File: config.mk
export PLATFORM = sky130hd
export DESIGN_NAME = fma_norm_pipe
export DESIGN_NICKNAME = d
export VERILOG_FILES = /design/src/rtl/fma_norm_pipe.sv
export SDC_FILE = /design/constraint.sdc
export NUM_CORES = 2
export LEC_CHECK = 0
export CORE_UTILIZATION = 51
export CTS_BUF_LIST = sky130_fd_sc_hd__clkbuf_4 sky130_fd_sc_hd__clkbuf_8
export CTS_CLUSTER_DIAMETER = 150
export DETAILED_ROUTE_END_ITERATION = 10
export DONT_BUFFER_PORTS = 1
export PLACE_DENSITY = 0.65
export SYNTH_ARGS = -nofsm -noshare
export SYNTH_HDL_FRONTEND = slang
export SYNTH_SLANG_ARGS = --single-unit
File: constraint.sdc
create_clock -name clk -period 13.27 [get_ports clk]
set_input_delay 0.6635 -clock clk [delete_from_list [all_inputs] [get_ports clk]]
set_output_delay 0.6635 -clock clk [all_outputs]
set_load 0.1 [all_outputs]
File: src/rtl/fma_norm_pipe.sv
// fma_norm_pipe: two-stage leading-zero normalizer for the FMA sum magnitude, with valid/ready flow control.
// Optional feature: define FMA_NORM_SUBN_CLAMP_EN to limit the shift so subnormal results keep Me >= 1.
typedef struct packed {
  int NE;
  int NF;
  int BIAS;
} cvw_t;

module fma_norm_pipe #(
  parameter cvw_t P = '{NE: 11, NF: 52, BIAS: 1023}
) (
  input  logic                clk,
  input  logic                reset,
  input  logic                Flush,
  input  logic                InValid,
  output logic                InReady,
  input  logic [3*P.NF+3:0]   Sm,
  input  logic [P.NE+1:0]     Pe,
  input  logic                Ss,
  input  logic                ASticky,
  output logic                OutValid,
  input  logic                OutReady,
  output logic [3*P.NF+3:0]   Mm,
  output logic [P.NE+1:0]     Me,
  output logic                Ms,
  output logic                Sticky,
  output logic                SumZero
);

  localparam int SW = 3*P.NF + 4;
  localparam int EW = P.NE + 2;
  localparam int CW = $clog2(SW + 1);

  function automatic logic [CW-1:0] lzc(input logic [SW-1:0] v);
    logic [CW-1:0] n;
    logic          found;
    n     = CW'(SW);
    found = 1'b0;
    for (int i = SW-1; i >= 0; i--) begin
      if (!found && v[i]) begin
        n     = CW'(SW-1-i);
        found = 1'b1;
      end
    end
    return n;
  endfunction

  logic                 r_s1_vld;
  logic [SW-1:0]        r_s1_sm;
  logic signed [EW-1:0] r_s1_pe;
  logic                 r_s1_ss;
  logic                 r_s1_ast;

  logic                 r_s2_vld;
  logic [SW-1:0]        r_s2_mm;
  logic signed [EW-1:0] r_s2_me;
  logic                 r_s2_ms;
  logic                 r_s2_st;
  logic                 r_s2_zero;

  logic                 w_s2_adv;
  logic                 w_s1_adv;
  logic                 w_acc;
  logic [CW-1:0]        w_ncnt;
  logic [CW-1:0]        w_sh;
  logic                 w_zero;
  logic [SW-1:0]        w_mm;
  logic signed [EW-1:0] w_me;

  assign w_s2_adv = ~r_s2_vld | OutReady;
  assign w_s1_adv = ~r_s1_vld | w_s2_adv;
  assign InReady  = ~r_s1_vld | w_s1_adv;
  assign w_acc    = InValid & InReady;

  assign w_ncnt = lzc(r_s1_sm);
  assign w_zero = (r_s1_sm == '0);

`ifdef FMA_NORM_SUBN_CLAMP_EN
  // Limit L = Pe + NF + 1 is the shift that lands the exponent exactly on 1.
  logic signed [EW:0] w_lim;
  logic signed [EW:0] w_ncnt_ext;
  assign w_lim      = $signed({r_s1_pe[EW-1], r_s1_pe}) + $signed((EW+1)'(P.NF + 1));
  assign w_ncnt_ext = $signed({{(EW+1-CW){1'b0}}, w_ncnt});

  always_comb begin
    w_sh = w_ncnt;
    if (w_lim[EW]) begin
      w_sh = '0;
    end else if (w_lim < w_ncnt_ext) begin
      w_sh = w_lim[CW-1:0];
    end
  end
`else
  assign w_sh = w_ncnt;
`endif

  assign w_mm = w_zero ? '0 : (r_s1_sm << w_sh);
  assign w_me = w_zero ? '0
              : r_s1_pe + $signed(EW'(P.NF + 2)) - $signed({{(EW-CW){1'b0}}, w_sh});

  // Stage 1: capture accepted inputs
  always_ff @(posedge clk or posedge reset) begin
    if (reset) begin
      r_s1_vld <= 1'b0;
      r_s1_sm  <= '0;
      r_s1_pe  <= '0;
      r_s1_ss  <= 1'b0;
      r_s1_ast <= 1'b0;
    end else begin
      if (Flush) begin
        r_s1_vld <= 1'b0;
      end else if (w_s1_adv) begin
        r_s1_vld <= w_acc;
      end
      if (w_acc) begin
        r_s1_sm  <= Sm;
        r_s1_pe  <= $signed(Pe);
        r_s1_ss  <= Ss;
        r_s1_ast <= ASticky;
      end
    end
  end

  // Stage 2: capture normalized result
  always_ff @(posedge clk or posedge reset) begin
    if (reset) begin
      r_s2_vld  <= 1'b0;
      r_s2_mm   <= '0;
      r_s2_me   <= '0;
      r_s2_ms   <= 1'b0;
      r_s2_st   <= 1'b0;
      r_s2_zero <= 1'b0;
    end else begin
      if (Flush) begin
        r_s2_vld <= 1'b0;
      end else if (w_s2_adv) begin
        r_s2_vld <= r_s1_vld;
      end
      if (w_s2_adv && r_s1_vld) begin
        r_s2_mm   <= w_mm;
        r_s2_me   <= w_me;
        r_s2_ms   <= r_s1_ss;
        r_s2_st   <= r_s1_ast;
        r_s2_zero <= w_zero;
      end
    end
  end

  assign OutValid = r_s2_vld;
  assign Mm       = r_s2_mm;
  assign Me       = r_s2_me;
  assign Ms       = r_s2_ms;
  assign Sticky   = r_s2_st;
  assign SumZero  = r_s2_zero;

endmodule
==> impl_metrics.ini <==
[clock_network]
path_clk_slew_ns = 0.06
cts_tree = done
clockBufferDepth = 3
clk_latency_ns = 0.71
htreeDepth = 2
cts.sinks = 353
cts_resized = 0
cts_buffers = 59
clockRootBuffer = clkbuf_8

[sta]
period_share_pct = 61.70
drv_slew = 0
setup_slack_ns = 5.082
hold_viol_final = 0
fin_crit_ns = 8.188
tns_ns = 0
rsz0062_at_grt = no
max_freq_ghz = 0.1221
setup_viol = 0
finalClockSkew_ns = 0.06550
slew_headroom_pct = 7.236
worst_pin_slew_ns = 1.379

[grt]
grt_max_degree = 141
track_usage_pct = 44.62
antenna_found_initial = 3
grt_pass1_wl_um = 185600
grt_overflow = 0
grt_pass1_vias = 25640

[floorplan]
core_area_um2 = 55200
start_util_pct = 51.69
dieArea_um2 = 56900
ioPinCount = 358
die_h_um = 238.5
die_w_um = 238.5
rows = 86

[critical_path]
crit_path_start = r_s1_sm[3]$_DFFE_PP0P_
r2r_start = r_s1_sm[3]$_DFFE_PP0P_
ff2ff_setup_slack_ns = 5.08
worstPathCellList = nor4_1 -> inv_1 -> a221o_1 -> o211ai_1 -> nor4bb_4 -> buf_4 -> buf_4 -> buf_4 -> a21oi_1 -> mux4_2 -> a222oi_1 -> nand3_1 -> a32o_1 -> a21o_1
worst_r2r_path_depth = 14
worstPathArrival_ns = 8.78
critical-path-slowest-cell = nor4_1
worst-path-buf-inv = 4
timing.rr.end = Mm[132]$_DFFE_PP0P_
crit_path_end = Mm[132]$_DFFE_PP0P_
crit_family = buffers and inverters
crit_path_max_incr_delay_ns = 1.17
cp-start-kind = flip-flop
critPathKind = flip-flop to flip-flop
crit_top_cell = buf_4
cp.required_ns = 13.86
cp_max_fo = 71
end_kind = flip-flop
cp.depth = 14

[yosys]
synth-seq-area-share_pct = 30.96
yosys_warnings = 0
synth_top_cell_by_area = dfrtp_1
synth_cell_type_count = 95
synthArstFlopShare_pct = 100.0
synthFlopType = dfrtp_1
synth.cell_area_um2 = 28530
synth_edf_count = 0
synth_top_area_share_pct = 30.96
synth_area_leaders = dfrtp_1 (31%), mux2i_1 (15%), mux2_2 (12%)
synthCells = 3045
yosys_register_bits = 353
syn_nets = 3245
postSynthAreaPerCell_um2 = 9.371

[flow_run]
cap_violations = 0

[finish]
stdcell_area_um2 = 30320
fillers = 4977
areaGrowthSynthToFinish_pct = 6.262
final_nets = 3144
stdcell_count = 3742
drive_above_1_share_pct = 18.82

[place]
port_buffers = 0
dp.cells = 3630
pre_cts_slack_ns = 5.348
hpwl_um = 101300
postPlaceCellArea_um2 = 29010
place.gp.congestion = 1.096

[worst_hold_path]
hp-class = input port to flip-flop

[outcome]
status = finished clean

[routing]
vias_per_cell = 7.352
drc = 0
drtIter0Drc = 4327
drtPass1Iterations = 6
antenna_left = 0
vias = 27510
wl_per_cell_um = 34.80
finalWirelength_um = 130200

[power]
power_density_nw_per_um2 = 181.5
p_leak_nw = 14.17
ir_drop_mv = 0.1223
power.total_mw = 5.502
[cell usage in the layout (no fill, tap or decap), types with 21 or more instances in the layout]
master | synthesis | routed
mux2i_1 | 434 | 434
o21ai_0 | 150 | 148
o211ai_1 | 61 | 61
clkbuf_8 | 0 | 73
or4_1 | 34 | 33
mux4_2 | 33 | 33
mux2_2 | 310 | 310
o22ai_1 | 31 | 31
nor4_1 | 42 | 41
nor2_1 | 192 | 189
nand3_1 | 38 | 38
a211oi_1 | 44 | 44
a22oi_1 | 42 | 42
nand2_1 | 272 | 269
buf_4 | 12 | 58
inv_1 | 70 | 67
nor3_1 | 67 | 66
nand4_1 | 21 | 21
dfrtp_1 | 353 | 353
o21bai_1 | 26 | 26
a21oi_1 | 127 | 127
o221ai_1 | 26 | 26
a22o_1 | 47 | 47
[repair_timing]
action,4_1_cts,5_1_grt
hold buffers,1,0
endpoints found under the hold margin,70,0
setup buffers,0,0
[cell usage after synthesis, types with 16 or more instances]
cell type	instances
a21oi_1	127
a31oi_1	16
mux4_2	33
buf_2	33
or4_1	34
nor4_1	42
nand2_1	272
a22oi_1	42
o31ai_1	19
nand4_1	21
a32oi_1	16
a22o_1	47
mux2_2	310
nor3_1	67
inv_1	70
o221ai_1	26
a21o_1	16
a221oi_1	17
nor2_1	192
o21ai_0	150
dfrtp_1	353
nand3_1	38
buf_1	30
clkbuf_1	136
o22ai_1	31
o21bai_1	26
mux2i_1	434
ha_1	19
a211oi_1	44
o211ai_1	61
[state kept, by name (all words and copies together) (netlist names)]
signal and cells:
Me 13, Mm 160, Ms 1, OutValid 1, Sticky 1, SumZero 1
r_s1_ast 1, r_s1_pe 13, r_s1_sm 160, r_s1_ss 1, r_s1_vld 1
[metrics by stage]
stage,utilization (%),hold slack (ns)
6_report,54.93,0.06807
5_1_grt,54.92,0.05880
4_1_cts,54.91,0.02089
3_5_place_dp,52.55,0.4954
3_3_place_gp,52.55,0.4856
2_1_floorplan,-,0.4750
[routing by layer]
layer | global-route usage (%) | share of wire, %
met1 | 61.62 | 41
met2 | 64.08 | 42
met3 | 10.59 | 11
met4 | 24.30 | 6.2
met5 | 0 | 0.022
[how the worst min path moves through the flow]
stage                   startpoint              endpoint  slack, ns  cells after the start
2_1_floorplan  r_s1_ss$_DFFE_PP0P_        Ms$_DFFE_PP0P_       0.47                      1
3_3_place_gp   r_s1_ss$_DFFE_PP0P_        Ms$_DFFE_PP0P_       0.49                      1
3_5_place_dp   r_s1_ss$_DFFE_PP0P_   r_s1_ss$_DFFE_PP0P_       0.50                      1
4_1_cts                      Flush  r_s1_vld$_DFFE_PP0P_       0.02                      1
5_1_grt                      Flush  r_s1_vld$_DFFE_PP0P_       0.06                      1
6_report                     Flush  r_s1_vld$_DFFE_PP0P_       0.07                      1
[where the power goes]
| group | switching, mW | total, mW | leakage (nW) | internal (mW) |
|---|---|---|---|---|
| logic | 1.16 | 1.78 | 9.21 | 0.627 |
| registers | 1.40 | 2.65 | 4.26 | 1.26 |
| clock network | 0.474 | 1.06 | 0.697 | 0.590 |
| total | 3.03 | 5.50 | 14.2 | 2.47 |
[area by class of cell]
cell class	count	area [µm²]	area share [%]
multi-input cells	2396	18490	60.99
flip-flops and latches	353	8833	29.13
clock buffers	92	1147	3.784
well taps	748	935.9	3.087
repair buffers	60	465.4	1.535
inverters	74	287.8	0.9491
clock inverters	16	150.1	0.4952
diodes	3	7.507	0.02476
[kinds of logic (layout without fill, tap and decap cells)]
kind of cell             Yosys count  after routing  share of synthesized area (%)
AO/OA/AOI/OAI                    815            815                          20.11
XOR/XNOR                          11             11                         0.3377
adder cells (fa/ha/maj)           20             20                         0.9033
buffers and inverters            296            242                          4.486
flip-flops                       353            353                          30.96
multiplexers                     781            781                          30.24
other                              0              3                              0
AND/OR/NAND/NOR                  769            769                          12.97
No activity file was read; power rests on OpenSTA's default activity.
